File: src/rtl/contador_updown_param.sv
// -----------------------------------------------------------------------------
// contador_updown_param
//
// Parametrised up/down counter with a runtime upper limit, a direction select
// and a wrap/saturate mode. A clock-enable prescaler sets the count rate. A
// synchronous preset and a synchronous load are provided. This block replaces
// the 3-bit saturating down counter: with up=0, wrap_en=0 and limit=7 it
// behaves exactly like that older block.
//
// Parameters
//   WIDTH    counter width in bits (>= 1)
//   DIV      prescaler ratio; the counter steps once every DIV enabled clocks
//   RST_VAL  value of q after reset (<= 2^WIDTH-1)
//
// Ports
//   clk       in   rising-edge clock
//   clr_n     in   asynchronous active-low reset
//   en        in   count enable; freezes the prescaler and the counter when low
//   up        in   1 = increment, 0 = decrement
//   wrap_en   in   1 = wrap at the bounds, 0 = saturate at the bounds
//   limit     in   upper bound of the count range [0, limit]
//   prst      in   synchronous preset, q <= limit (highest synchronous priority)
//   load      in   synchronous load, q <= load_val
//   load_val  in   value for load (may lie above limit)
//   q         out  current count
//   step      out  combinational prescaler tick
//   at_end    out  combinational end-of-range flag for the current direction
//   wrap      out  registered one-cycle pulse following a wrap event
// -----------------------------------------------------------------------------
module contador_updown_param #(
  parameter int WIDTH   = 3,
  parameter int DIV     = 1,
  parameter int RST_VAL = 0
) (
  input  logic             clk,
  input  logic             clr_n,
  input  logic             en,
  input  logic             up,
  input  logic             wrap_en,
  input  logic [WIDTH-1:0] limit,
  input  logic             prst,
  input  logic             load,
  input  logic [WIDTH-1:0] load_val,
  output logic [WIDTH-1:0] q,
  output logic             step,
  output logic             at_end,
  output logic             wrap
);

  // The prescaler always has at least one bit so DIV=1 still yields a legal
  // vector. With DIV=1 the prescaler sits at 0, and step then equals en.
  localparam int              PW       = (DIV > 1) ? $clog2(DIV) : 1;
  localparam logic [PW-1:0]   PRE_LAST = PW'(DIV - 1);
  localparam logic [PW-1:0]   PRE_ZERO = {PW{1'b0}};
  localparam logic [PW-1:0]   PRE_ONE  = PW'(1);
  localparam logic [WIDTH-1:0] Q_ZERO  = {WIDTH{1'b0}};
  localparam logic [WIDTH-1:0] Q_ONE   = WIDTH'(1);
  localparam logic [WIDTH-1:0] Q_RST   = WIDTH'(RST_VAL);

  logic [PW-1:0]    pre;
  logic [PW-1:0]    pre_next;
  logic [WIDTH-1:0] q_next;
  logic             wrap_next;
  logic             q_is_zero;
  logic             q_at_top;

  assign q_is_zero = (q == Q_ZERO);
  // Use >= rather than == so that a value loaded above limit also counts as
  // being at the top of the range.
  assign q_at_top  = (q >= limit);

  // Prescaler tick and end-of-range flag, both combinational.
  assign step   = en & (pre == PRE_LAST);
  assign at_end = (up & q_at_top) | (~up & q_is_zero);

  // Next-state function. Priority is prst > load > stepped count > hold.
  always_comb begin
    pre_next  = pre;
    q_next    = q;
    wrap_next = 1'b0;

    if (prst) begin
      q_next   = limit;
      pre_next = PRE_ZERO;
    end else if (load) begin
      // Values above limit are accepted; a later down step walks back
      // into range, and an up step sees q >= limit.
      q_next   = load_val;
      pre_next = PRE_ZERO;
    end else begin
      if (en) begin
        if (pre == PRE_LAST) begin
          pre_next = PRE_ZERO;
        end else begin
          pre_next = pre + PRE_ONE;
        end
      end else begin
        pre_next = pre;
      end

      if (step) begin
        if (up) begin
          if (!q_at_top) begin
            q_next = q + Q_ONE;
          end else if (wrap_en) begin
            q_next    = Q_ZERO;
            wrap_next = 1'b1;
          end else begin
            q_next = q;
          end
        end else begin
          if (!q_is_zero) begin
            q_next = q - Q_ONE;
          end else if (wrap_en) begin
            // With limit=0 this reloads 0 but still reports the wrap.
            q_next    = limit;
            wrap_next = 1'b1;
          end else begin
            q_next = q;
          end
        end
      end else begin
        q_next = q;
      end
    end
  end

  // State registers. Reset discards any partial prescale count.
  always_ff @(posedge clk or negedge clr_n) begin
    if (!clr_n) begin
      q    <= Q_RST;
      pre  <= PRE_ZERO;
      wrap <= 1'b0;
    end else begin
      q    <= q_next;
      pre  <= pre_next;
      wrap <= wrap_next;
    end
  end

endmodule
File: config.mk
export PLATFORM = sky130hd
export DESIGN_NAME = contador_updown_param
export DESIGN_NICKNAME = d
export VERILOG_FILES = /design/src/rtl/contador_updown_param.sv
export SDC_FILE = /design/constraint.sdc
export NUM_CORES = 1
export LEC_CHECK = 0
export ABC_AREA = 1
export BUFFER_PORTS_ARGS = -buffer_cell sky130_fd_sc_hd__clkbuf_2
export CORE_MARGIN = 10
export CORE_UTILIZATION = 40
export DETAILED_ROUTE_END_ITERATION = 16
export PLACE_DENSITY_LB_ADDON = 0.12
export SYNTH_ARGS = -nofsm -noshare
export SYNTH_HDL_FRONTEND = slang
export SYNTH_SLANG_ARGS = --single-unit
File: constraint.sdc
create_clock -name clk -period 3.7 [get_ports clk]
set_input_delay 0.74 -clock clk [delete_from_list [all_inputs] [get_ports clk]]
set_output_delay 0.74 -clock clk [all_outputs]
set_load 0.03 [all_outputs]
==> impl_metrics.tcl, run 1 <==
set metrics [dict create \
    rows 12 \
    grt_max_degree 8 \
    synthSimpleGateAreaFrac_pct 44.0 \
    antenna_found_initial 0 \
    slowest_delay_ps 290 \
    worstSetupEndpointType "output pin" \
    cts_hold_buf 0 \
    place_ws_ps 1190 \
    synth-seq-area-share_pct 19.1 \
    worst_slew_pin_slew_ps 220 \
    dp_hpwl_um 1160 \
    synth_area_leaders "nand2_1, dfrtp_1, ha_1, nand3_1, inv_1" \
    synth.area.mux_share_pct 0 \
    drv_slew 0 \
    finalCriticalPeriod_ps 2530 \
    post-cts-setup-buffers 0 \
    finClkSkew_ps 6.81 \
    clk_latency_ps 240 \
    hp-class "primary input to async pin" \
    synth_top_area_share_pct 23.0 \
    fin_crit_sh_pct 68.4 \
    grt_overflow 0 \
    crit_slowest_cell "ha_1" \
    synth_edf_count 0 \
    drc 0 \
    yosys_warnings 0 \
    place.gp.congestion 0.768 \
    r2r-start "q[0]" \
    setup-tns-final_ps 0 \
    synth_top_family_by_area "simple AND/OR/NAND/NOR gates" \
    root_buffer "clkbuf_4" \
    synth-compound-area-share_pct 8.13 \
    cts_tree "done" \
    vias_per_cell 4.77 \
    die_w_um 56.2 \
    die_area_mm2 0.00315 \
    total_power_w 0.000226 \
    synth_cells 89 \
    rrSetupSlack_ps 2070 \
    htreeDepth 1 \
    start_kind "primary input" \
    critPathKind "primary input to output pin" \
    die-height_um 56.2 \
    synth_common_cells "nand2_1, inv_1, nand3_1" \
    power_leakage_nw 0.411 \
    yosysTopAreaCell "nand2_1" \
    critical_path_arrival_ps 1790 \
    wire_per_inst_um 10.9 \
    async_flop_share_pct 100 \
    use_met1_pct 10.2 \
    final_area_um2 646 \
    drtPass1Iterations 4 \
    layout-drive-gt1-share_pct 24.8 \
    grt_pass1_wl_um 2300 \
    vias 587 \
    synth_nets 108 \
    synth_area_per_cell_um2 5.88 \
    track_usage_pct 8.71 \
    r2r_end "q[0]" \
    clockBufferDepth 2 \
    start_util_pct 44.7 \
    ctsResizeCount 0 \
    cts.sinks 4 \
    reg2regPathDepth 12 \
    core-area_mm2 0.00117 \
    nFillCells 121 \
    crit_fanout 3 \
    drv_cap 0 \
    setup_ws_ps 1170 \
    grtUsageMet2_pct 13.1 \
    clkTransAtPathRegs_ps 40 \
    nets 130 \
    fmax_mhz 395 \
    synth_flop_cell "dfrtp_1" \
    synth.most_common_cell "nand2_1" \
    status "completed" \
    slew_headroom_pct 85.3 \
    powerDensity_mw_per_mm2 350 \
    grt-busiest-layer "met2" \
    cts_buffers 3 \
    port_buffers 18 \
    hold_viol 0 \
    met3_usage_pct 4.56 \
    cp_common_cell "nand2_1" \
    cp_cell_sequence "clkbuf_2 > inv_1 > ha_1 > nand2_1 > nand2_1 > inv_1 > nand2_1 > nand2_1 > nand2_1 > clkbuf_2" \
    synthAdderAreaFrac_pct 14.4 \
    synthXorXnorAreaFrac_pct 0 \
    synthToLayoutAreaGrowth_pct 23.4 \
    diodes 0 \
    synth-seq-cells 4 \
    cp_data_required_time_ps 2960 \
    ir_drop_mv 0.257 \
    finalSetupViolations 0 \
    ant_nets 0 \
    syn_area_um2 523 \
    place_area_um2 623 \
    rsz0062_at_grt "no" \
    ios 19 \
    wl_um 1340 \
    grt_pass1_vias 573 \
    synth.distinct_cells 14 \
    drt_iter0_markers 14 \
]
-- state kept, by name, summed over array words and instances (netlist names) --
name	flops
q	3
wrap	1
-- kinds of logic after synthesis --
logic type,Yosys count
adders and majority gates,6
and+or+nand+nor,52
DFF,4
AOI/OAI and AO/OA,8
buffers and inverters,19
-- worst max-delay path, delay by kind of cell --
| family | cells | cell delay [ps] |
|---|---|---|
| buf+inv | 4 | 360 |
| simple gates | 5 | 380 |
| fa+ha+maj | 1 | 290 |
-- report_power, final --
| group | switching, W | internal (W) | leakage, nW |
|---|---|---|---|
| sequential | 0.00000881 | 0.0000497 | 0.0493 |
| combinational | 0.0000747 | 0.0000390 | 0.348 |
| clock | 0.0000178 | 0.0000362 | 0.0138 |
| total | 0.000101 | 0.000125 | 0.411 |
-- cells in the final DEF, fill, tap and decap left out --
cell,n
inv_2,3
nand2_1,32
nand3_1,12
nor2_1,4
nor2_4,2
dfrtp_1,4
o21bai_1,1
or2_1,1
clkbuf_2,18
ha_1,6
o21ai_0,3
a21oi_1,4
nor2_2,1
inv_1,15
clkbuf_4,3
-- per-stage QoR --
stage                     instances  utilization (%)  hold WS [ps]
final                           123             55.1           298
after global routing            123             55.1           294
after CTS                       123             55.1           295
after detailed placement        120             53.2           549
after global placement          120             53.2           548
after floorplan                  89                -           444
-- worst max-delay path by stage --
stage / startpoint / endpoint / slack [ps] / cells after the start
finish: limit[2] / at_end / 1170 / 10
global route: limit[2] / at_end / 1100 / 10
CTS: limit[2] / at_end / 1180 / 10
detailed placement: limit[2] / at_end / 1190 / 10
global placement: limit[2] / at_end / 1230 / 10
floorplan: limit[2] / at_end / 1400 / 8
-- cell type report --
class | instances | area (µm²) | area share (%)
well taps | 14 | 17.5 | 2.71
clock buffers | 3 | 22.5 | 3.49
repair buffers | 18 | 90.1 | 14.0
flip-flops and latches | 4 | 100 | 15.5
inverters | 18 | 67.6 | 10.5
multi-input cells | 66 | 348 | 53.9
-- metal layers --
metal | vias up | part of all wire (%)
li1 | 318 | -
met1 | 248 | 49
met2 | 19 | 44
met3 | 2 | 6.8
met4 | 0 | 0.45
met5 | - | 0
Note: power is estimated with default switching activity, not from simulation.
==> inputs of run 2 (changes only) <==
==> constraint.sdc (replaced) <==
create_clock -name clk -period 2.6 [get_ports clk]
set_input_delay 0.52 -clock clk [delete_from_list [all_inputs] [get_ports clk]]
set_output_delay 0.52 -clock clk [all_outputs]
set_load 0.03 [all_outputs]
==> run 2 against run 1 <==
Cell count did not move. Largest cell class unchanged. Combinational power rose by 42%. Power increased by 42%. Clock power grew 39%. Utilization stayed put. First-iteration DRC count is 57% higher. Critical path depth is 1 lower.
==> impl_metrics.tcl, run 2 (same netlist as run 1, synthesis figures left out) <==
set metrics [dict create \
    status "completed" \
    clockBufferDepth 2 \
    diodes 0 \
    drc 0 \
    worst_slew_pin_slew_ps 224 \
    die-height_um 56.2 \
    track_usage_pct 8.53 \
    cts_hold_buf 0 \
    vias 592 \
    layout-drive-gt1-share_pct 24.8 \
    post-route-util_pct 55.1 \
    ios 19 \
    slew_headroom_pct 85.1 \
    r2r_end "q[0]" \
    total_power_w 0.000320 \
    hold_viol 0 \
    reg.largest.list "q x3, wrap x1" \
    mostFrequentLayoutCells "nand2_1, clkbuf_2, inv_1, nand3_1, ha_1" \
    root_buffer "clkbuf_4" \
    power_leakage_nw 0.411 \
    start_util_pct 44.7 \
    grt_max_degree 8 \
    rsz0062_at_grt "no" \
    largest_reg_flops 3 \
    critical_path_arrival_ps 1670 \
    finalSetupViolations 0 \
    powerDensity_mw_per_mm2 496 \
    core-area_mm2 0.00117 \
    grt_pass1_vias 557 \
    clk_latency_ps 230 \
    die_w_um 56.2 \
    r2r-start "q[0]" \
    ir_drop_mv 0.452 \
    synthToLayoutAreaGrowth_pct 23.4 \
    wire_per_inst_um 11.0 \
    wl_um 1350 \
    fmax_mhz 457 \
    crit_end "at_end" \
    nets 130 \
    regMostFlops "q" \
    start_kind "flop" \
    cp_data_required_time_ps 2080 \
    clkTransAtPathRegs_ps 40 \
    critPathKind "flop to output pin" \
    drv_slew 0 \
    hp-class "primary input to async pin" \
    antenna_found_initial 0 \
    worstSetupEndpointType "output pin" \
    grt_pass1_wl_um 2280 \
    rows 12 \
    crit_fanout 5 \
    cts_tree "done" \
    final_common_cell "nand2_1" \
    ctsResizeCount 0 \
    die_area_mm2 0.00315 \
    drv_cap 0 \
    cp-startpoint "q[0]" \
    drtPass1Iterations 4 \
    ant_nets 0 \
    post-cts-setup-buffers 0 \
    fin_crit_sh_pct 84.2 \
    finClkSkew_ps 5.75 \
    place.gp.congestion 0.768 \
    drt_iter0_markers 22 \
    reg2regPathDepth 12 \
    rrSetupSlack_ps 940 \
    setup-tns-final_ps 0 \
    dp_hpwl_um 1180 \
    cts.sinks 4 \
    port_buffers 18 \
    htreeDepth 1 \
    finalCriticalPeriod_ps 2190 \
    cts_buffers 3 \
    vias_per_cell 4.81 \
    grt_overflow 0 \
]
==> run 2: cell counts in the layout (fill, tap and decap cells not counted) <==
Identical to the previous run, type by type.
==> run 2: cell type report <==
type,instances,area (µm²)
sequential,4,100
tap,14,17.5
clock buffer,3,22.5
fill,124,526
multi-input combinational,66,348
timing repair buffer,18,90.1
inverter,18,67.6
==> run 2: worst min-delay path by stage <==
stage / end / depth (start not counted)
after global routing: q[2] / 1
after detailed placement: wrap / 1
after global placement: q[2] / 1
final: q[2] / 1
after CTS: wrap / 1
after floorplan: q[0] / 0
==> run 2: per-stage QoR <==
step	worst slack, ps	instances	hold WS, ps	area (µm²)
2_1_floorplan	642	89	224	523
6_report	411	123	82.5	646
3_3_place_gp	575	120	328	623
3_5_place_dp	530	120	329	623
4_1_cts	411	123	76.2	646
5_1_grt	261	123	70.0	646
==> run 2: power by group <==
part / switching, W / internal, W
combinational: 0.000107 / 0.0000553
clock: 0.0000235 / 0.0000515
sequential: 0.0000129 / 0.0000707
==> run 2: metal layers <==
layer | wire length (µm) | global-route usage (%) | vias to the layer above
li1 | - | - | 316
met1 | 647 | 9.95 | 254
met2 | 611 | 13.5 | 22
met3 | 90 | 4.10 | 0
met4 | 0 | 2.05 | 0
met5 | 0 | 0 | -
==> run 2: critical path, stage by stage (launching register included) <==
cell,delay (ps)
dfrtp_1,410
inv_1,120
ha_1,280
inv_1,40
nand2_1,80
nand2_1,60
nand2_1,70
nand2_1,100
nand2_1,80
clkbuf_2,210
